===== src/rtl/multicycle_ctrl_pkg.sv =====
// Shared encodings for the MIPS multi-cycle control path: opcodes, FSM states,
// instruction classes and the datapath select codes.
package mips_ctrl_pkg;

  localparam logic [5:0] OP_RTYPE = 6'h00, OP_J   = 6'h02, OP_JAL = 6'h03, OP_BEQ = 6'h04,
                         OP_ADDIU = 6'h09, OP_ORI = 6'h0D, OP_LUI = 6'h0F, OP_LW  = 6'h23,
                         OP_SW    = 6'h2B;
  localparam logic [5:0] FN_SLL  = 6'h00, FN_SRL  = 6'h02, FN_JR  = 6'h08, FN_ADDU = 6'h21,
                         FN_SUBU = 6'h23, FN_AND  = 6'h24, FN_OR  = 6'h25, FN_SLT  = 6'h2A;

  typedef enum logic [2:0] {S_RESET, S_FETCH, S_DECODE, S_EXEC, S_MEM, S_WB} state_e;

  typedef enum logic [3:0] {
    CL_RALU, CL_IALU, CL_LW, CL_SW, CL_BEQ, CL_J, CL_JAL, CL_JR, CL_ILL
  } iclass_e;

  localparam logic [1:0] EXT_ZERO = 2'd0, EXT_SIGN = 2'd1, EXT_SHAMT = 2'd2, EXT_UPPER = 2'd3;

  localparam logic [3:0] ALU_ADD = 4'd0, ALU_SUB = 4'd1, ALU_AND = 4'd2, ALU_OR  = 4'd3,
                         ALU_SLT = 4'd4, ALU_SLL = 4'd5, ALU_SRL = 4'd6, ALU_LUI = 4'd7;

  localparam logic [1:0] PC_SEQ = 2'd0, PC_BR  = 2'd1, PC_JMP = 2'd2, PC_JR = 2'd3;
  localparam logic [1:0] RD_RT  = 2'd0, RD_RD  = 2'd1, RD_RA  = 2'd2;
  localparam logic [1:0] WB_ALU = 2'd0, WB_MEM = 2'd1, WB_PC4 = 2'd2;

  typedef struct packed {
    iclass_e    cls;
    logic [1:0] ext_sel;
    logic [3:0] alu_op;
    logic       alu_src_b;
    logic       illegal;
  } dec_t;

endpackage


===== src/rtl/multicycle_ctrl_if.sv =====
// Shared memory port: controller (master) raises req and holds it until ack.
interface multicycle_ctrl_if;
  logic mem_req;
  logic mem_we;
  logic mem_sel_d;
  logic mem_ack;

  modport master (output mem_req, mem_we, mem_sel_d, input mem_ack);
  modport slave  (input mem_req, mem_we, mem_sel_d, output mem_ack);
endinterface


===== src/rtl/multicycle_ctrl_main_decoder.sv =====
// Combinational opcode/funct decode into instruction class and ALU/extender controls.
module main_decoder
  import mips_ctrl_pkg::*;
(
  input  logic [5:0] i_opcode,
  input  logic [5:0] i_funct,
  output dec_t       o_dec
);

  always_comb begin
    o_dec = '{cls: CL_ILL, ext_sel: EXT_ZERO, alu_op: ALU_ADD, alu_src_b: 1'b0, illegal: 1'b0};
    case (i_opcode)
      OP_RTYPE: begin
        o_dec.cls = CL_RALU;
        case (i_funct)
          FN_ADDU: o_dec.alu_op = ALU_ADD;
          FN_SUBU: o_dec.alu_op = ALU_SUB;
          FN_AND:  o_dec.alu_op = ALU_AND;
          FN_OR:   o_dec.alu_op = ALU_OR;
          FN_SLT:  o_dec.alu_op = ALU_SLT;
          // shifts take shamt through the extender on the B operand
          FN_SLL: begin o_dec.alu_op = ALU_SLL; o_dec.ext_sel = EXT_SHAMT; o_dec.alu_src_b = 1'b1; end
          FN_SRL: begin o_dec.alu_op = ALU_SRL; o_dec.ext_sel = EXT_SHAMT; o_dec.alu_src_b = 1'b1; end
          FN_JR:   o_dec.cls = CL_JR;
          default: o_dec.cls = CL_ILL;
        endcase
      end
      OP_ORI:   begin o_dec.cls = CL_IALU; o_dec.alu_op = ALU_OR;  o_dec.alu_src_b = 1'b1; end
      OP_ADDIU: begin o_dec.cls = CL_IALU; o_dec.ext_sel = EXT_SIGN;  o_dec.alu_src_b = 1'b1; end
      OP_LUI:   begin o_dec.cls = CL_IALU; o_dec.ext_sel = EXT_UPPER; o_dec.alu_op = ALU_LUI;
                      o_dec.alu_src_b = 1'b1; end
      OP_LW:    begin o_dec.cls = CL_LW;   o_dec.ext_sel = EXT_SIGN;  o_dec.alu_src_b = 1'b1; end
      OP_SW:    begin o_dec.cls = CL_SW;   o_dec.ext_sel = EXT_SIGN;  o_dec.alu_src_b = 1'b1; end
      OP_BEQ:   begin o_dec.cls = CL_BEQ;  o_dec.ext_sel = EXT_SIGN;  o_dec.alu_op = ALU_SUB; end
      OP_J:     o_dec.cls = CL_J;
      OP_JAL:   o_dec.cls = CL_JAL;
      default:  o_dec.cls = CL_ILL;
    endcase
    o_dec.illegal = (o_dec.cls == CL_ILL);
  end

endmodule


===== src/rtl/multicycle_ctrl.sv =====
// Multi-cycle main control FSM: fetch/decode/exec/mem/wb sequencing with a
// req/ack memory port and an optional wait-cycle timeout.
module multicycle_ctrl
  import mips_ctrl_pkg::*;
#(
  parameter int unsigned FETCH_TIMEOUT = 0
) (
  input  logic              clk,
  input  logic              rst_n,
  input  logic [5:0]        i_opcode,
  input  logic [5:0]        i_funct,
  input  logic              i_alu_zero,
  multicycle_ctrl_if.master mem,
  output logic              o_ir_we,
  output logic              o_pc_we,
  output logic [1:0]        o_pc_src,
  output logic [1:0]        o_ext_sel,
  output logic              o_alu_src_b,
  output logic [3:0]        o_alu_op,
  output logic              o_reg_we,
  output logic [1:0]        o_reg_dst,
  output logic [1:0]        o_wb_src,
  output logic              o_instr_done,
  output logic              o_illegal,
  output logic              o_bus_err
);

  localparam logic [15:0] TMO_LAST = 16'(FETCH_TIMEOUT - 1);

  state_e      r_state, w_nxt;
  logic [15:0] r_wait;
  logic        r_mem_req, r_mem_we, r_mem_sel_d, r_pc_we, r_reg_we, r_done;
  logic [1:0]  r_pc_src, r_reg_dst, r_wb_src;
  dec_t        w_dec;
  logic        w_ack, w_in_wait, w_tmo, w_ctx, w_ir_we, w_illegal;

  main_decoder u_dec (.i_opcode(i_opcode), .i_funct(i_funct), .o_dec(w_dec));

  assign w_ack     = mem.mem_ack;
  assign w_in_wait = (r_state == S_FETCH) || (r_state == S_MEM);
  // timeout fires on the FETCH_TIMEOUT-th consecutive cycle without ack
  assign w_tmo     = (FETCH_TIMEOUT != 0) && w_in_wait && !w_ack && (r_wait == TMO_LAST);
  assign w_ctx     = r_state inside {S_DECODE, S_EXEC, S_MEM, S_WB};
  assign w_ir_we   = (r_state == S_FETCH) && w_ack;
  assign w_illegal = (r_state == S_DECODE) && w_dec.illegal;

  always_comb begin
    w_nxt = r_state;
    case (r_state)
      S_RESET:  w_nxt = S_FETCH;
      S_FETCH:  if (w_ack) w_nxt = S_DECODE;
      S_DECODE: w_nxt = w_dec.illegal ? S_FETCH : S_EXEC;
      S_EXEC: begin
        case (w_dec.cls)
          CL_RALU, CL_IALU: w_nxt = S_WB;
          CL_LW, CL_SW:     w_nxt = S_MEM;
          default:          w_nxt = S_FETCH;
        endcase
      end
      S_MEM: begin
        if (w_ack)      w_nxt = (w_dec.cls == CL_LW) ? S_WB : S_FETCH;
        else if (w_tmo) w_nxt = S_FETCH;
      end
      S_WB:     w_nxt = S_FETCH;
      default:  w_nxt = S_RESET;
    endcase
  end

  // Static per-state outputs are registered from the next state; ack- and
  // flag-qualified strobes are combined combinationally below.
  always_ff @(posedge clk or negedge rst_n) begin
    if (!rst_n) begin
      r_state     <= S_RESET;
      r_wait      <= '0;
      r_mem_req   <= 1'b0;
      r_mem_we    <= 1'b0;
      r_mem_sel_d <= 1'b0;
      r_pc_we     <= 1'b0;
      r_pc_src    <= PC_SEQ;
      r_reg_we    <= 1'b0;
      r_reg_dst   <= RD_RT;
      r_wb_src    <= WB_ALU;
      r_done      <= 1'b0;
    end else begin
      r_state     <= w_nxt;
      r_wait      <= (w_in_wait && !w_ack && !w_tmo) ? r_wait + 16'd1 : '0;
      r_mem_req   <= (w_nxt == S_FETCH) || (w_nxt == S_MEM);
      r_mem_sel_d <= (w_nxt == S_MEM);
      r_mem_we    <= (w_nxt == S_MEM) && (w_dec.cls == CL_SW);
      r_pc_we     <= (w_nxt == S_EXEC) && (w_dec.cls inside {CL_J, CL_JAL, CL_JR});
      r_reg_we    <= (w_nxt == S_WB) || ((w_nxt == S_EXEC) && (w_dec.cls == CL_JAL));
      r_done      <= (w_nxt == S_WB) ||
                     ((w_nxt == S_EXEC) && (w_dec.cls inside {CL_BEQ, CL_J, CL_JAL, CL_JR}));
      r_pc_src    <= PC_SEQ;
      r_reg_dst   <= RD_RT;
      r_wb_src    <= WB_ALU;
      if (w_nxt == S_EXEC) begin
        case (w_dec.cls)
          CL_BEQ: r_pc_src <= PC_BR;
          CL_J:   r_pc_src <= PC_JMP;
          CL_JAL: begin r_pc_src <= PC_JMP; r_reg_dst <= RD_RA; r_wb_src <= WB_PC4; end
          CL_JR:  r_pc_src <= PC_JR;
          default: ;
        endcase
      end
      if (w_nxt == S_WB) begin
        r_reg_dst <= (w_dec.cls == CL_RALU) ? RD_RD : RD_RT;
        r_wb_src  <= (w_dec.cls == CL_LW) ? WB_MEM : WB_ALU;
      end
    end
  end

  assign mem.mem_req   = r_mem_req;
  assign mem.mem_we    = r_mem_we;
  assign mem.mem_sel_d = r_mem_sel_d;

  assign o_ir_we      = w_ir_we;
  assign o_pc_we      = r_pc_we || w_ir_we ||
                        ((r_state == S_EXEC) && (w_dec.cls == CL_BEQ) && i_alu_zero);
  assign o_pc_src     = r_pc_src;
  assign o_ext_sel    = w_ctx ? w_dec.ext_sel : EXT_ZERO;
  assign o_alu_op     = w_ctx ? w_dec.alu_op : ALU_ADD;
  assign o_alu_src_b  = w_ctx && w_dec.alu_src_b;
  assign o_reg_we     = r_reg_we;
  assign o_reg_dst    = r_reg_dst;
  assign o_wb_src     = r_wb_src;
  assign o_illegal    = w_illegal;
  assign o_bus_err    = w_tmo;
  assign o_instr_done = r_done || w_illegal || w_tmo ||
                        ((r_state == S_MEM) && w_ack && (w_dec.cls == CL_SW));

endmodule


===== src/flat_wrapper.sv =====
// flat-port wrapper written by rule: the top's interface ports become plain ports
module multicycle_ctrl_flat import mips_ctrl_pkg::*;
#(
  parameter int unsigned FETCH_TIMEOUT = 0
)
  (clk, rst_n, i_opcode, i_funct, i_alu_zero, o_ir_we, o_pc_we, o_pc_src, o_ext_sel, o_alu_src_b, o_alu_op, o_reg_we, o_reg_dst, o_wb_src, o_instr_done, o_illegal, o_bus_err, mem_mem_req, mem_mem_we, mem_mem_sel_d, mem_mem_ack);
  multicycle_ctrl_if mem_i ();
  input  logic clk;
  input  logic rst_n;
  input  logic [5:0] i_opcode;
  input  logic [5:0] i_funct;
  input  logic i_alu_zero;
  output logic o_ir_we;
  output logic o_pc_we;
  output logic [1:0] o_pc_src;
  output logic [1:0] o_ext_sel;
  output logic o_alu_src_b;
  output logic [3:0] o_alu_op;
  output logic o_reg_we;
  output logic [1:0] o_reg_dst;
  output logic [1:0] o_wb_src;
  output logic o_instr_done;
  output logic o_illegal;
  output logic o_bus_err;
  output wire logic [$bits(mem_i.mem_req)-1:0] mem_mem_req;
  output wire logic [$bits(mem_i.mem_we)-1:0] mem_mem_we;
  output wire logic [$bits(mem_i.mem_sel_d)-1:0] mem_mem_sel_d;
  input wire logic [$bits(mem_i.mem_ack)-1:0] mem_mem_ack;
  assign mem_mem_req = mem_i.mem_req;
  assign mem_mem_we = mem_i.mem_we;
  assign mem_mem_sel_d = mem_i.mem_sel_d;
  assign mem_i.mem_ack = mem_mem_ack;
  multicycle_ctrl #(.FETCH_TIMEOUT(FETCH_TIMEOUT)) u_core (.clk(clk), .rst_n(rst_n), .i_opcode(i_opcode), .i_funct(i_funct), .i_alu_zero(i_alu_zero), .mem(mem_i), .o_ir_we(o_ir_we), .o_pc_we(o_pc_we), .o_pc_src(o_pc_src), .o_ext_sel(o_ext_sel), .o_alu_src_b(o_alu_src_b), .o_alu_op(o_alu_op), .o_reg_we(o_reg_we), .o_reg_dst(o_reg_dst), .o_wb_src(o_wb_src), .o_instr_done(o_instr_done), .o_illegal(o_illegal), .o_bus_err(o_bus_err));
endmodule

===== config.mk =====
export PLATFORM = sky130hd
export DESIGN_NAME = multicycle_ctrl_flat
export DESIGN_NICKNAME = d
export VERILOG_FILES = /design/src/rtl/multicycle_ctrl_pkg.sv /design/src/rtl/multicycle_ctrl_if.sv /design/src/rtl/multicycle_ctrl_main_decoder.sv /design/src/rtl/multicycle_ctrl.sv /design/src/flat_wrapper.sv
export SDC_FILE = /design/constraint.sdc
export NUM_CORES = 1
export LEC_CHECK = 0
export BUFFER_PORTS_ARGS = -buffer_cell sky130_fd_sc_hd__buf_2
export CAP_MARGIN = 10
export CORE_ASPECT_RATIO = 1.75
export CORE_MARGIN = 2
export CORE_UTILIZATION = 50
export CTS_BUF_LIST = sky130_fd_sc_hd__clkbuf_16
export DETAILED_ROUTE_END_ITERATION = 8
export HOLD_SLACK_MARGIN = 0.02
export PLACE_DENSITY = 0.79
export SYNTH_ARGS = -nofsm -noshare
export SYNTH_HDL_FRONTEND = slang
export SYNTH_HIERARCHICAL = 1
export SYNTH_SLANG_ARGS = --single-unit

===== constraint.sdc =====
create_clock -name clk -period 5.2 [get_ports clk]
set_clock_uncertainty 0.2 [all_clocks]
set_input_delay 1.56 -clock clk [delete_from_list [all_inputs] [get_ports clk]]
set_output_delay 1.56 -clock clk [all_outputs]
set_load 0.03 [all_outputs]

==> run summary, run 1 <==
The worst hold path begins at u_core/r_state[2]. Counting instances, the worst hold path has a depth of 1. The count of vias placed by the detailed router is around 1,300.

The fraction of registers with async set/reset is 1.000. The worst ir drop on vdd came out at 0.0001357 V. The share of Yosys cell area claimed by the top area cell type came out at 0.2941. The clock network latency to the later pin of the worst-skew pair came out at 0.25 ns. Derived from the worst setup path, the maximum achievable clock frequency is 190.4 MHz. The count of synthesis-stage warnings from yosys is 6. The area occupied by multi-input gates is 847.1 um2. The routed wire length per instance is 17.18 um. The net count of the mapped netlist is around 160.

The number of diodes added for antenna fixing came out at 0. The residual DRC count came out at 0. The worst setup path is captured at a primary output. The combinational share of power came out at 0.305. The measured slew at the worst slew-check pin is 0.5842 ns.

In this run the deepest clock path goes through 2 buffers. The share of the yosys chip area belonging to registers is 0.2941. The layout-stage area growth over the synthesis result came out at 38.87%. The number of hold-repair buffers added at the cts stage is 0. In the global route stage, overall resource usage came out at 0.2864.

The number of placed instances with taps included is between 200 and 250. Max-cap violations in this run came to 0. Sorting the synthesized cells by area gives the leading types as sky130_fd_sc_hd__dfrtp_1 29%, sky130_fd_sc_hd__and2_1 4.2%, sky130_fd_sc_hd__nor2_1 3.5%. At the worst endpoint, the arrival time is 3.49 ns. The TritonCTS buffer count is 3. The last weighted congestion value of the routability-driven placer is about 0.83. The final number of setup-violating endpoints came out at 2. Once detailed placement completed, the half-perimeter wirelength came to around 2600 um.

In this run the worst setup path begins at i_opcode[4]. The maximum fanout along the worst path came out at 3. After the first detailed-routing iteration, the DRC count stood at 50. By startpoint and endpoint, the worst setup path is classified as in2out.

The count of nets left with antenna violations once routing finished came out at 0. The first global-routing pass estimated around 5400 um of wire. The minimum hold slack came out at 0.5246 ns. In this run the static leakage power is 0.7613 nW. The post-synthesis area per instance is 8.631 um2. The cell area that synthesis handed to floorplanning was approximately 1200 um2. Of the available clock period, the critical path in the final layout requires 1.010. The net switching component of the power is roughly 0.12 mW. The clock sink count is 14. In the routed layout, each cell is associated on average with a via count of approximately 6.3. The final setup slack of the worst path came out at -0.05334 ns.

Setup repair after global routing could not meet its margin everywhere. In this run the worst hold path is classified as reg2reg. The max-slew violation count is 0.

The cell type of the slowest stage on the worst timing path is sky130_fd_sc_hd__or4_4. The first TritonRoute pass finished after 4 iterations. The number of instances in the synthesized netlist is between 100 and 150.

The cell family with the largest share of critical-path delay is simple AND/OR/NAND/NOR gates. The final period demand of the worst path is approximately 5.3 ns. The initial core utilization came out at 0.5239. The initial antenna violation count came out at 0. The stage delay of the slowest cell on the critical path came out at ~0.46 ns. The switching share of power is 0.3184. The cell row count came out at 23. The total count of hold-check failures in the final report is 0.

The worst register-to-register path ends at u_core/o_reg_we. The total of buffers placed on input and output ports is 35. The number of unique standard cell types used by synthesis came out at 50. The die is just over 40 um wide. The commonest cells after synthesis are 14 x sky130_fd_sc_hd__dfrtp_1, 11 x sky130_fd_sc_hd__nor2_1, 8 x sky130_fd_sc_hd__and2_1, 8 x sky130_fd_sc_hd__nand2_1. The worst setup path is launched from a primary input. sky130_fd_sc_hd__dfrtp_1 is the most common cell in the netlist.

The power density relative to cell area is between 200 and 250 nW/um2. Summed over all instances, the cell type with the most area after synthesis is sky130_fd_sc_hd__dfrtp_1. The worst register-to-register path begins at u_core/r_state[1].

The area inside the core boundary is 2273 um2. The checks that failed: negative setup slack. The footprint of the flip-flops and latches is 350.3 um2. The minimum setup slack among reg-to-reg paths came out at around 3.1 ns.

The primary flip-flop cell chosen by synthesis mapping is sky130_fd_sc_hd__dfrtp_1. Yosys mapped a number of flops with a built-in enable equal to 0. Traced cell by cell, the critical path runs through buf_6 > or3_4 > or4_4 > a31oi_4 > a211o_1 > or2_4 > nor4_4 > or3_4 > buf_6.

Leaving out filler cells and counting taps, the final layout contains 212. The worst-case setup slack after placement came out at -0.08493 ns. Synthesis inferred 14 register bits. The total detailed-routing wirelength came out at roughly 3600 um.

The net count of the finished layout came out at 206. Counting both buffers and inverters, the worst setup path holds a total of 2. Of the cells placed in the final design, the portion with a size suffix greater than 1 is 0.4171. TritonCTS built the clock tree. Headroom to the max-slew limit came out at 0.6079.

The run finished, with violations left. The pin count of the biggest net entering global routing is 15. The post-CTS clock slew at the launch and capture registers of the worst setup and hold paths is ~0.040 ns. The fill cell instance count of the final layout is 186. Of the total power, the clock network draws 0.370.

CTS built an H-tree with a depth of 1. The vertical extent of the die is just under 70 um. The worst hold path terminates at u_core/r_state[1]. The cell sitting at the root of the clock tree is a sky130_fd_sc_hd__clkbuf_16. The number of I/O pins came out at 38. Global routing finished with a remaining overflow of 0. The required time of the critical path is about 3.4 ns. The die covers 2804 um2.

The register share of total power is 0.325. The internal power consumption is approximately 0.26 mW. The depth of the worst register-to-register path is 4. The number of global-route vias before repair came out at 1,221.
[layout make-up]
| cell class | count | area share |
|---|---|---|
| Clock buffer | 3 | 0.04539 |
| Inverter | 3 | 0.006808 |
| Multi-Input combinational cell | 113 | 0.5121 |
| Sequential cell | 14 | 0.2118 |
| Tap cell | 25 | 0.01891 |
| Timing Repair Buffer | 54 | 0.2050 |
[cells by family (layout without fill, tap and decap cells)]
family | count (synthesis) | in the layout | synth area share
DFF | 14 | 14 | 0.2941
xor gates and xnor gates | 2 | 2 | 0.01471
muxes | 4 | 4 | 0.03676
buffers and inverters | 11 | 60 | 0.05146
adders and majority gates | 1 | 1 | 0.01050
and+or+nand+nor | 65 | 65 | 0.3351
AOI/OAI and AO/OA | 39 | 39 | 0.2511
other | 2 | 2 | 0.006305
[power by group through the flow]
stage          combinational (mW)  sequential [mW]  clock, mW
2_1_floorplan              0.0717            0.126          0
3_3_place_gp                0.105            0.126          0
3_5_place_dp                0.108            0.126          0
4_1_cts                     0.112            0.125      0.144
5_1_grt                     0.126            0.126      0.148
6_report                    0.118            0.125      0.142
[worst register-to-register path, stage by stage (launching register included)]
cell and delay, ns:
sky130_fd_sc_hd__dfrtp_1 0.55, sky130_fd_sc_hd__or3b_1 0.43, sky130_fd_sc_hd__a211oi_2 0.32, sky130_fd_sc_hd__nand4_1 0.27, sky130_fd_sc_hd__o22ai_1 0.24
[state kept, by name, indices dropped and copies added, names as in the netlist]
| name | count |
|---|---|
| u_core/mem.mem_req | 1 |
| u_core/o_reg_dst | 2 |
| u_core/mem.mem_sel_d | 1 |
| u_core/o_pc_src | 2 |
| u_core/r_done | 1 |
| u_core/o_reg_we | 1 |
| u_core/o_wb_src | 1 |
| u_core/mem.mem_we | 1 |
| u_core/r_state | 3 |
| u_core/r_pc_we | 1 |
[placed cells by master (no fill, tap or decap), types with 4 or more instances in the layout]
| cell | instances |
|---|---|
| sky130_fd_sc_hd__a21oi_1 | 6 |
| sky130_fd_sc_hd__o21ai_1 | 5 |
| sky130_fd_sc_hd__and2_1 | 8 |
| sky130_fd_sc_hd__o21ai_0 | 6 |
| sky130_fd_sc_hd__buf_2 | 31 |
| sky130_fd_sc_hd__dfrtp_1 | 14 |
| sky130_fd_sc_hd__nor2b_1 | 4 |
| sky130_fd_sc_hd__buf_4 | 20 |
| sky130_fd_sc_hd__nand2_1 | 8 |
| sky130_fd_sc_hd__nor2_1 | 10 |
| sky130_fd_sc_hd__nand2b_1 | 5 |
| sky130_fd_sc_hd__o22ai_1 | 4 |
[through the flow]
stage | utilization | power [mW] | setup TNS (ns) | area, um2
floorplan | - | 0.1980 | -0.08722 | 1216
global placement | 0.6632 | 0.2305 | -0.02899 | 1508
detailed placement | 0.6632 | 0.2343 | -0.08493 | 1508
CTS | 0.7078 | 0.3804 | -0.02018 | 1609
global route | 0.7276 | 0.3998 | -0.1181 | 1654
finish | 0.7276 | 0.3852 | -0.05419 | 1654
[metal layers]
metal  up-vias  global-route usage  share of wire
li1        601                   -              -
met1       651              0.2610           0.34
met2        58              0.5059           0.58
met3        15             0.05769          0.042
met4         0              0.2167          0.044
met5         -                   0              0
[timing repair]
item	4_1_cts	5_1_grt
resized for setup	5	9
buffers inserted	0	1
hold endpoints to repair	0	0
endpoints found under the setup margin	1	3
[worst max-delay path by stage]
stage | to | depth (start not counted)
2_1_floorplan | o_instr_done | 7
3_3_place_gp | o_instr_done | 9
3_5_place_dp | o_instr_done | 9
4_1_cts | o_instr_done | 9
5_1_grt | o_instr_done | 9
6_report | o_instr_done | 9
Power figures use the tool's default switching activity.
==> inputs of run 2 (changes only) <==
CORE_MARGIN = default   (was 2)
REMOVE_ABC_BUFFERS = 1   (was default)
==> run 2 against run 1 <==
- the flow still finishes with violations (negative setup slack)
- worst setup slack lost 0.0036 ns
- design area down 5.4%
- flip-flop and latch count is the same
- via count down 5.4%
- fmax hardly changed
- global-route usage shrank 2.4 points
- hold slack got worse by 0.036 ns
- register-to-register slack about the same
- power down 2.0%
- wire length decreased by 12%
- core utilization down 4.0 points
- largest cell class unchanged
- largest power group unchanged
==> run summary, run 2 (synthesis results as in run 1) <==
The global-route wire length before repair is 4871 um (was 5402 um). The area inside the core boundary is 2273 um2 (unchanged). The count of antenna-violating nets left after detailed routing was 0 (unchanged).

The internal power consumption is 0.2576 mW (was 0.2625 mW). The post-detailed-route via-to-cell ratio is 6.053 (was 6.250). The footprint of the flip-flops and latches is 350.3 um2 (unchanged).

The area enclosed by the die boundary came out at 2589 um2 (was 2804 um2). The TritonCTS buffer count came out at 3 (unchanged). The residual DRC count came out at 0 (unchanged). The max-slew violation count came out at 0 (unchanged). The combinational share of power is 0.283 (was 0.305). The number of global-route vias before repair came out at 1,142 (was 1,221).

The register bank with the most flops is u_core/r_state (unchanged). The beginning of the worst register-to-register path is u_core/r_state[1] (unchanged). The placed wire-length estimate is 2416 um (was 2606 um).

The relative slew slack is 0.6152 (was 0.6079). The net count of the finished layout is 200 (was 206). The utilization after layout was 0.6879 (was 0.7276). Result of the run: finished, violations left (unchanged). The cell row count is 23 (unchanged). The maximum number of buffers from clock root to sink was 2 (unchanged). The clock sink count came out at 14 (unchanged).

The leakage component of the power came out at 0.7182 nW (was 0.7613 nW). The layout-stage area growth over the synthesis result was 31.30% (was 38.87%). The clock network fraction of total power was 0.388 (was 0.370). The area occupied by multi-input gates is 810.8 um2 (was 847.1 um2). The minimum setup slack among reg-to-reg paths is 3.10 ns (was 3.09 ns). The number of I/O pins came out at 38 (unchanged). The initial antenna violation count came to 0 (unchanged).

The arrival time at the worst endpoint was 3.50 ns (was 3.49 ns). The register share of total power came to 0.329 (was 0.325). The count of vias placed by the detailed router is 1,253 (was 1,325).

The worst ir drop on vdd is 0.0001121 V (was 0.0001357 V). The routed wire length per instance came out at 15.42 um (was 17.18 um). The clock network latency to the later pin of the worst-skew pair was 0.24 ns (was 0.25 ns). The power density relative to cell area came to 241.4 nW/um2 (was 232.9 nW/um2). The post-CTS clock slew at the launch and capture registers of the worst setup and hold paths is 0.05 ns (was 0.04 ns).

The beginning of the critical path was i_opcode[4] (unchanged). The fill cell instance count of the final layout came out at 179 (was 186). The final number of setup-violating endpoints came out at 1 (was 2). The initial core utilization came out at 0.5239 (unchanged).

The horizontal die dimension is 38.90 um (was 40.90 um). The pin count of the biggest net entering global routing is 15 (unchanged). The total of buffers placed on input and output ports is 35 (unchanged).

Violated checks: negative setup slack (unchanged). The maximum fanout along the worst path came to 2 (was 3). The number of hold-repair buffers added at the cts stage was 0 (unchanged). The layout cell share with drive strength beyond 1 was 0.3736 (was 0.4171). The clock root buffer master is sky130_fd_sc_hd__clkbuf_16 (unchanged). The detailed-routing iteration count for the pre-antenna-repair pass is 4 (unchanged). The total track usage came to 0.2626 (was 0.2864). The total count of hold-check failures in the final report was 0 (unchanged). The max capacitance violation total came out at 0 (unchanged). The class of the most critical setup path is in2out (unchanged).

The launching element type of the critical path is a primary input (unchanged). The measured slew at the worst slew-check pin is 0.5733 ns (was 0.5842 ns). The minimum hold slack came out at 0.4891 ns (was 0.5246 ns). The number of flip-flops under the largest register name is 3 (unchanged). The total detailed-routing wirelength came out at 3191 um (was 3643 um). The switching share of power came out at 0.3176 (was 0.3184). The clock tree from TritonCTS is built (unchanged). The H-tree depth reported by CTS came to 1 (unchanged). The last weighted congestion value of the routability-driven placer is 0.8338 (was 0.8317).

The most common cell after layout, fill and taps aside is sky130_fd_sc_hd__buf_2 (unchanged). Most frequent cells in the layout: 33 x sky130_fd_sc_hd__buf_2, 14 x sky130_fd_sc_hd__buf_4, 14 x sky130_fd_sc_hd__dfrtp_1, 11 x sky130_fd_sc_hd__nor2_1 (was 31 x sky130_fd_sc_hd__buf_2, 20 x sky130_fd_sc_hd__buf_4, 14 x sky130_fd_sc_hd__dfrtp_1, 10 x sky130_fd_sc_hd__nor2_1). The number of diodes added for antenna fixing is 0 (unchanged). The global route total overflow came to 0 (unchanged).

The start point of the worst min-delay path is u_core/r_state[2] (unchanged). The share of the clock period used by the worst path after layout is 1.011 (was 1.010). The count of routing violations after the opening detailed-route iteration came out at 34 (was 50). The final period demand of the worst path is 5.257 ns (was 5.253 ns).

Unrepaired setup endpoints after global routing: true (unchanged). The required time of the critical path is 3.44 ns (about the same). The endpoint type of the worst setup path was a primary output (unchanged). The final setup slack of the worst path is -0.05697 ns (was -0.05334 ns).

The timing-limited maximum frequency was 190.2 MHz (was 190.4 MHz). The path class of the lowest-slack min-delay path is reg2reg (unchanged). The net switching component of the power was 0.1199 mW (was 0.1226 mW).

The vertical extent of the die was 66.57 um (was 68.57 um).
-- run 2: repair_timing --
item	in CTS	in global routing
buffers inserted	1	0
endpoints found under the setup margin	3	3
pin swaps	1	2
gates resized for setup	8	0
-- run 2: final cells by class --
type	instances	share of cell area
inverters	3	0.007200
well taps	25	0.02000
clock inverters	1	0.002400
flip-flops and latches	14	0.2240
clock buffers	3	0.04800
multi-input cells	113	0.5184
repair buffers	48	0.1800
-- run 2: through the flow --
step           power (mW)  setup TNS (ns)  area, um2  cells  setup WS (ns)
5_1_grt            0.3910         -0.2690       1564    207        -0.1166
4_1_cts            0.3767        -0.04841       1564    207       -0.03252
6_report           0.3776        -0.05697       1564    207       -0.05697
2_1_floorplan      0.1872          -1.155       1141    130        -0.7186
3_5_place_dp       0.2260         -0.3350       1438    202        -0.1722
3_3_place_gp       0.2225        -0.04096       1438    202       -0.04096
-- run 2: path summary, 6_finish.rpt --
check                                     endpoint  depth (start not counted)
worst min-delay path             u_core/r_state[1]                          1
worst max register to register      u_core/r_pc_we                          4
max in group asynchronous       u_core/o_pc_src[0]                          1
worst max-delay path                  o_instr_done                          9
min in group asynchronous        u_core/r_state[2]                          1
worst min register to register   u_core/r_state[1]                          1
-- run 2: power groups by stage --
| stage | logic, mW | clock network, mW | registers, mW |
|---|---|---|---|
| 6_report | 0.107 | 0.146 | 0.124 |
| 5_1_grt | 0.114 | 0.152 | 0.125 |
| 4_1_cts | 0.107 | 0.146 | 0.124 |
| 3_5_place_dp | 0.101 | 0 | 0.125 |
| 3_3_place_gp | 0.0979 | 0 | 0.125 |
| 2_1_floorplan | 0.0592 | 0 | 0.128 |
-- run 2: per-layer routing --
metal | routed length, um | global-route usage | up-vias
met1 | 1169 | 0.2695 | 597
met3 | 141 | 0.02000 | 9
li1 | - | - | 590
met4 | 82 | 0.1379 | 0
met5 | 0 | 0 | -
met2 | 1799 | 0.4875 | 57
-- run 2: critical path, cell delays in order --
cell and delay [ns]:
sky130_fd_sc_hd__buf_2 0.10, sky130_fd_sc_hd__or3_4 0.39, sky130_fd_sc_hd__or4_4 0.45, sky130_fd_sc_hd__a31oi_4 0.18
sky130_fd_sc_hd__a211o_1 0.16, sky130_fd_sc_hd__or2_2 0.12, sky130_fd_sc_hd__nor4_1 0.05, sky130_fd_sc_hd__or3_1 0.34
sky130_fd_sc_hd__buf_6 0.15
==> inputs of run 3 (changes only) <==
HOLD_SLACK_MARGIN = default   (was 0.02)
SKIP_LAST_GASP = 1   (was default)
SYNTH_HIERARCHICAL = default   (was 1)
==> run 3 against run 2 <==
- the run now ends clean
- critical endpoint is now o_alu_op[1]
- largest cell class unchanged
- sequential share of layout area grew 2.9 points
- via count shrank 8.7%
- combinational power shrank 11%
- sequential power is essentially flat
- highest routed layer unchanged
==> run summary, run 3 <==
The share of Yosys cell area claimed by the top area cell type came out at 0.2982 (was 0.2941). The accumulated negative setup slack came out at 0 ns (was -0.05697 ns). The arrival time at the worst endpoint came out at 3.27 ns (was 3.50 ns). The count of antenna-violating nets left after detailed routing is 0 (unchanged). The final period demand of the worst path came out at 5.033 ns (was 5.257 ns). The power density relative to cell area came out at 261.0 nW/um2 (was 241.4 nW/um2).

The number of diodes added for antenna fixing came out at 0 (unchanged). The layout-stage area growth over the synthesis result is 18.00% (was 31.30%). The vertical extent of the die came out at 66.13 um (was 66.57 um). The fill cell instance count of the final layout came out at 204 (was 179). The number of global-route vias before repair came out at 1,062 (was 1,142).

The count of vias placed by the detailed router is 1,144 (was 1,253). The detailed-routing iteration count for the pre-antenna-repair pass is 4 (unchanged). The total of buffers placed on input and output ports is 35 (unchanged).

The leakage component of the power came to 0.6282 nW (was 0.7182 nW). The number of instances in the synthesized netlist came out at 141 (was 138). The max capacitance violation total is 0 (unchanged). The layout cell share with drive strength beyond 1 is 0.2959 (was 0.3736). The register bank with the most flops is u_core.r_state (was u_core/r_state).

The TritonCTS buffer count came out at 3 (unchanged). The count of state elements after synthesis was 14 (unchanged). The placed wire-length estimate came out at 2097 um (was 2416 um).

The path class of the lowest-slack min-delay path is reg2reg (unchanged). The number of unique standard cell types used by synthesis was 56 (was 50). The class of the most critical setup path is in2out (unchanged). The initial antenna violation count was 0 (unchanged).

The clock root buffer master is sky130_fd_sc_hd__clkbuf_16 (unchanged). The dominant cell type by area after synthesis is sky130_fd_sc_hd__dfrtp_1 (unchanged). The share of the yosys chip area belonging to registers is 0.2982 (was 0.2941).

The net switching component of the power came out at 0.1136 mW (was 0.1199 mW). The post-CTS clock slew at the launch and capture registers of the worst setup and hold paths is 0.04 ns (was 0.05 ns). The fraction of registers with async set/reset is 1.000 (unchanged).

The number of hold-repair buffers added at the cts stage came out at 0 (unchanged). Synth top area cells: sky130_fd_sc_hd__dfrtp_1 30%, sky130_fd_sc_hd__nor2_1 4.8%, sky130_fd_sc_hd__a21oi_1 3.8% (was sky130_fd_sc_hd__dfrtp_1 29%, sky130_fd_sc_hd__and2_1 4.2%, sky130_fd_sc_hd__nor2_1 3.5%). The clock tree from TritonCTS is built (unchanged).

The number of I/O pins came out at 38 (unchanged). Top cell types by occurrence after synthesis: 15 x sky130_fd_sc_hd__nor2_1, 14 x sky130_fd_sc_hd__dfrtp_1, 11 x sky130_fd_sc_hd__nand2_1 (was 14 x sky130_fd_sc_hd__dfrtp_1, 11 x sky130_fd_sc_hd__nor2_1, 8 x sky130_fd_sc_hd__and2_1, 8 x sky130_fd_sc_hd__nand2_1). The clock network latency to the later pin of the worst-skew pair is 0.24 ns (about the same).

The worst-case setup slack after placement is 0.1480 ns (was -0.1722 ns). The maximum number of buffers from clock root to sink is 2 (unchanged). The net count of the finished layout came out at 187 (was 200). The final setup slack of the worst path came to 0.1671 ns (was -0.05697 ns). The initial core utilization is 0.5472 (was 0.5239).

The total detailed-routing wirelength came out at 2769 um (was 3191 um). The timing-limited maximum frequency came out at 198.7 MHz (was 190.2 MHz). The register share of total power was 0.340 (was 0.329). The count of routing violations after the opening detailed-route iteration was 15 (was 34). Unrepaired setup endpoints after global routing: false (was true). Result of the run: complete, no violations (was finished, violations left). The post-synthesis area per instance came out at 8.332 um2 (was 8.631 um2). The maximum fanout along the worst path came out at 8 (was 2). The number of placed instances with taps included was 190 (was 202).

The worst ir drop on vdd came out at 0.00009581 V (was 0.0001121 V). The area enclosed by the die boundary is 2555 um2 (was 2589 um2). The most common cell after layout, fill and taps aside is sky130_fd_sc_hd__buf_2 (unchanged). The pin count of the biggest net entering global routing came out at 15 (unchanged). The routed wire length per instance is 14.35 um (was 15.42 um). The number of resized instances in the post-cts repair step is 0 (was 8). The max-slew violation count came out at 0 (unchanged). The buffers inserted during post-CTS setup optimization was 0 (was 1). The area inside the core boundary came out at 2147 um2 (was 2273 um2). The relative slew slack is 0.5280 (was 0.6152). The clock sink count came to 14 (unchanged). The number of flip-flops under the largest register name is 3 (unchanged). The primary flip-flop cell chosen by synthesis mapping is sky130_fd_sc_hd__dfrtp_1 (unchanged). The clock network fraction of total power was 0.396 (was 0.388). The count of flip-flops with a built-in enable after synthesis is 0 (unchanged). The area of the mapped netlist was 1175 um2 (was 1191 um2). The number of cells in the finished layout apart from fillers is 193 (was 207). The required time of the critical path is 3.44 ns (about the same). The horizontal die dimension is 38.65 um (was 38.90 um). Most frequent cells in the layout: 35 x sky130_fd_sc_hd__buf_2, 15 x sky130_fd_sc_hd__nor2_1, 14 x sky130_fd_sc_hd__dfrtp_1, 11 x sky130_fd_sc_hd__nand2_1, 9 x sky130_fd_sc_hd__a21oi_1 (was 33 x sky130_fd_sc_hd__buf_2, 14 x sky130_fd_sc_hd__buf_4, 14 x sky130_fd_sc_hd__dfrtp_1, 11 x sky130_fd_sc_hd__nor2_1). The total count of hold-check failures in the final report is 0 (unchanged). The launching element type of the critical path was a primary input (unchanged). The internal power consumption was 0.2482 mW (was 0.2576 mW).

The share of the clock period used by the worst path after layout came out at 0.9679 (was 1.011). The global-route wire length before repair came out at 4491 um (was 4871 um). The global route total overflow is 0 (unchanged).

The count of synthesis-stage warnings from yosys came out at 0 (was 6). The residual DRC count came out at 0 (unchanged). The combinational share of power is 0.265 (was 0.283). The endpoint type of the worst setup path is a primary output (unchanged). The H-tree depth reported by CTS is 1 (unchanged). The measured slew at the worst slew-check pin is 0.6985 ns (was 0.5733 ns). The total track usage is 0.2474 (was 0.2626).

The last weighted congestion value of the routability-driven placer came out at 0.9087 (was 0.8338). The switching share of power came out at 0.3141 (was 0.3176). The post-detailed-route via-to-cell ratio came out at 5.927 (was 6.053). The total power of the final layout is 0.3619 mW (was 0.3776 mW). The most instantiated library cell after synthesis is sky130_fd_sc_hd__nor2_1 (was sky130_fd_sc_hd__dfrtp_1). The cell row count was 22 (was 23). The final number of setup-violating endpoints is 0 (was 1).
run 3: cell count changes after synthesis, moves of 3 or more:
| cell | before | now |
|---|---|---|
| sky130_fd_sc_hd__a21oi_1 | 6 | 9 |
| sky130_fd_sc_hd__and2_1 | 8 | 1 |
| sky130_fd_sc_hd__buf_2 | 1 | 4 |
| sky130_fd_sc_hd__inv_1 | 3 | 7 |
| sky130_fd_sc_hd__mux2_2 | 3 | 0 |
| sky130_fd_sc_hd__nand2_1 | 8 | 11 |
| sky130_fd_sc_hd__nor2_1 | 11 | 15 |
| sky130_fd_sc_hd__o21ai_1 | 5 | 2 |
| sky130_fd_sc_hd__o22ai_1 | 4 | 1 |
run 3: power by group through the flow:
stage               clock network, mW  registers (mW)  logic [mW]
finish                          0.143           0.123      0.0957
global route                    0.149           0.124       0.104
CTS                             0.143           0.123      0.0956
detailed placement                  0           0.124      0.0944
global placement                    0           0.124      0.0922
floorplan                           0           0.129      0.0558
run 3: worst paths after layout:
check,from,to,slack [ns],cells after the start
hold / removal,u_core.r_state[1],u_core.o_reg_we,0.53,2
setup reg to reg,u_core.r_state[1],u_core.r_done,3.02,5
max in group asynchronous,rst_n,u_core.mem.mem_req,3.56,1
hold reg to reg,u_core.r_state[1],u_core.o_reg_we,0.53,2
setup / recovery,i_funct[0],o_alu_op[1],0.17,8
min in group asynchronous,rst_n,u_core.o_reg_dst[1],1.01,1
run 3: final cells by class:
| type | count | area [um2] | area share |
|---|---|---|---|
| clock buffer | 3 | 75.07 | 0.05415 |
| inverter | 7 | 26.28 | 0.01895 |
| sequential | 14 | 350.3 | 0.2527 |
| timing repair buffer | 35 | 175.2 | 0.1264 |
| tap | 24 | 30.03 | 0.02166 |
| multi-input combinational | 110 | 729.5 | 0.5262 |
run 3: critical path, stage by stage:
cell	delay, ns
sky130_fd_sc_hd__buf_2	0.14
sky130_fd_sc_hd__or4_1	0.52
sky130_fd_sc_hd__o31a_1	0.15
sky130_fd_sc_hd__a21oi_4	0.20
sky130_fd_sc_hd__nor4b_2	0.24
sky130_fd_sc_hd__o21ai_1	0.12
sky130_fd_sc_hd__a21oi_1	0.14
sky130_fd_sc_hd__buf_2	0.21
run 3: cell families (layout without fill, tap and decap cells):
| logic type | Yosys count | count (layout) | share of synthesized area |
|---|---|---|---|
| compound gates | 39 | 39 | 0.2503 |
| xor+xnor | 3 | 3 | 0.02237 |
| buf+inv | 18 | 45 | 0.08414 |
| flops | 14 | 14 | 0.2982 |
| other cells | 1 | 2 | 0.003192 |
| simple gates | 66 | 66 | 0.3418 |
run 3: per-stage QoR:
stage                     area, um2  hold slack, ns  utilization
after floorplan                1106          0.4584            -
after global placement         1311          0.5269       0.6107
after detailed placement       1311          0.5029       0.6107
after CTS                      1386          0.5245       0.6457
after global routing           1386          0.5867       0.6457
final                          1386          0.5333       0.6457
run 3: routing by layer:
layer / part of all wire / GRT usage
met1: 0.37 / 0.2463
met2: 0.56 / 0.4688
met3: 0.039 / 0.02020
met4: 0.027 / 0.1207
met5: 0 / 0
